## src/rtl/tile_row_coverage_lane_priority_enc.sv

```systemverilog
// lane_priority_enc: lowest and highest set lane of a coverage mask
module lane_priority_enc #(
   parameter int LANES = 32,
   localparam int LW = LANES > 1 ? $clog2(LANES) : 1
) (
   input  logic [LANES-1:0] mask,
   output logic [LW-1:0]    first,
   output logic [LW-1:0]    last,
   output logic             any
);
   always_comb begin
      first = '0;
      last = '0;
      for (int i = LANES - 1; i >= 0; i--) if (mask[i]) first = LW'(i);
      for (int i = 0; i < LANES; i++) if (mask[i]) last = LW'(i);
   end
   assign any = |mask;
endmodule

```

## config.mk

```make
export PLATFORM = sky130hd
export DESIGN_NAME = lane_priority_enc
export DESIGN_NICKNAME = d
export VERILOG_FILES = /design/src/rtl/tile_row_coverage_lane_priority_enc.sv
export SDC_FILE = /design/constraint.sdc
export NUM_CORES = 1
export LEC_CHECK = 0
export ABC_AREA = 1
export CORE_MARGIN = 2
export CORE_UTILIZATION = 49
export DETAILED_ROUTE_END_ITERATION = 16
export DONT_BUFFER_PORTS = 1
export MAX_ROUTING_LAYER = met4
export SLEW_MARGIN = 20
export SYNTH_ARGS = -nofsm -noshare
export SYNTH_HDL_FRONTEND = slang
export SYNTH_SLANG_ARGS = --single-unit
```

## constraint.sdc

```tcl
create_clock -name vclk -period 2.32
set_input_delay 0.348 -clock vclk [all_inputs]
set_output_delay 0.348 -clock vclk [all_outputs]
set_load 0.05 [all_outputs]
```

==> reports/summary.txt <==
Status - finished, violations left
Failing checks - negative setup slack
Final worst setup slack - -0.0811 ns
Nets - 207
Post-Syn Nets - 197
DP HPWL - 1390 µm
Fraction of layout cells with a size suffix above 1 - 17.3%
Global-route wire length before repair - 2660 µm
Final setup violation count - 2
Slowest CP cell - buf_12
Reg area - 0 µm²
# IOs - 43
Initial antenna violation count - 0
F_max - 416 MHz
WL/cell - 8.04 µm
CP most frequent cell - nand2_1
Via count - 858
Die H - 43.8 µm
Count of cell types in the netlist - 14
Most frequent cell after synthesis - nand2_1
GP Congestion - 0.721
Hold Path Depth - 2
Worst-Margin Slew - 0.534 ns
Period utilisation layout - 103%
Top cells by count, synth - 86 x nand2_1, 26 x inv_1, 23 x nor2_1
Remaining Overflow, GRT - 0
Drc violations - 0
Die footprint - 1920 µm²
Die X - 43.8 µm
Overall power - 0.146 mW
Tot GR Track Use - 17.0%
Cells after synthesis - 165
Mean Syn Cell Area - 4.70 µm²
Syn. warnings - 0
Ant. Diodes - 0
Crit Path Category - input port to output pin
Clk_buf instances - 0
Starting density of the core - 52.1%
Crit Path Max Fanout - 2
Top cell type's share of synthesized area - 41.6%
Pre-CTS setup slack - -0.166 ns
Drt initial violations - 6
Core area - 1490 µm²
Pwr per Cell Area - 157 nW/µm²
Postcts setup bufs - 0
Register area share after synthesis - 0%
Synth top area cells - nand2_1 42%, bufinv_8 20%, inv_1 13%, nor2_1 11%, a21oi_1 3.9%
Crit start category - input port
CP endpoint kind - output pin
Mapped Area - 776 µm²
Final worst path period need - 2.40 ns
Layout sequential cell count - 0
Total leakage power - 0.566 nW
RSZ-0062 raised after global routing - yes
Detail Route Antenna Nets - 0
Max capacitance violation total - 0
WHS - 0.848 ns
Largest net degree at the start of global routing - 5
Max-slew headroom - 64.3%
Critical Path RT - 1.97 ns
Total Routed Length - 1520 µm
Number of global-route vias before repair - 792
Drt first pass iters - 4
# rows - 14
Hold Path Origin - mask[0]
WP data arrival - 2.05 ns
Post-Route Setup TNS - -0.107 ns
Area Growth Syn to Fin - 20.5%
PortBufs - 0
Hold Vio Cnt, Final - 0
Pins over their slew limit - 0
Hold crit path type - input port to output pin
CP max stage delay - 0.15 ns
Top cell type by total area after synthesis - nand2_1
Post-DR vias/cell - 4.54
End of the worst hold path - first[0]
Util after Layout - 62.8%
Maximum VDD drop - 106 µV
-- report_power, final --
part	switching, mW	internal, mW
combinational	0.0745	0.0719
clock	0	0
sequential	0	0
total	0.0745	0.0719
-- what timing repair did --
item	CTS	global route
pin swaps	15	18
setup endpoints to repair	2	2
hold buffers	0	0
gates resized for setup	10	3
-- layout make-up --
type / instances / area (µm²)
inverters: 39 / 288
well taps: 16 / 20.0
multi-input cells: 126 / 542
repair buffers: 8 / 85.1
fillers: 167 / 554
-- cells by family (layout without fill, tap and decap cells) --
group / after synthesis / in the layout / share of synthesized area, %
AOI/OAI and AO/OA: 13 / 13 / 9.52
buffers and inverters: 39 / 47 / 34.8
and+or+nand+nor: 113 / 113 / 55.6
-- layout by cell type, fill, tap and decap left out, drive strengths merged --
| cell | netlist | layout |
|---|---|---|
| a21oi | 7 | 7 |
| buf | 0 | 8 |
| bufinv | 9 | 9 |
| inv | 30 | 30 |
| nand2 | 86 | 86 |
| nand3 | 2 | 2 |
| nor2 | 23 | 23 |
| nor4 | 1 | 1 |
| o21ai | 4 | 4 |
| o21bai | 1 | 1 |
| o31ai | 1 | 1 |
| or2 | 1 | 1 |
-- worst max-delay path, delay by kind of cell --
family                 cells  cell delay [ns]
AND/OR/NAND/NOR           29             1.41
buffers and inverters      2             0.18
AO/OA/AOI/OAI              1             0.14
-- routing by layer --
layer  part of all wire (%)  up-vias  wire (µm)  global-route usage [%]
met1                     38      346        584                    18.5
met5                      0        -          0                       -
met2                     55       20        837                    32.9
met3                    6.4        0         97                    2.08
li1                       -      492          -                       -
met4                      0        0          0                    1.82
-- through the flow --
stage	cell area (µm²)	cells
global placement	895	189
global route	935	189
CTS	921	189
finish	935	189
detailed placement	895	189
floorplan	790	165
-- how the worst max path moves through the flow --
| stage | startpoint | to | slack [ns] | cells after the start |
|---|---|---|---|---|
| 2_1_floorplan | mask[30] | first[0] | 0.004 | 31 |
| 3_3_place_gp | mask[30] | first[0] | -0.10 | 32 |
| 3_5_place_dp | mask[30] | first[0] | -0.17 | 32 |
| 4_1_cts | mask[1] | last[0] | -0.12 | 29 |
| 5_1_grt | mask[30] | first[0] | -0.53 | 32 |
| 6_report | mask[30] | first[0] | -0.08 | 32 |
Note: power is estimated with default switching activity, not from simulation.
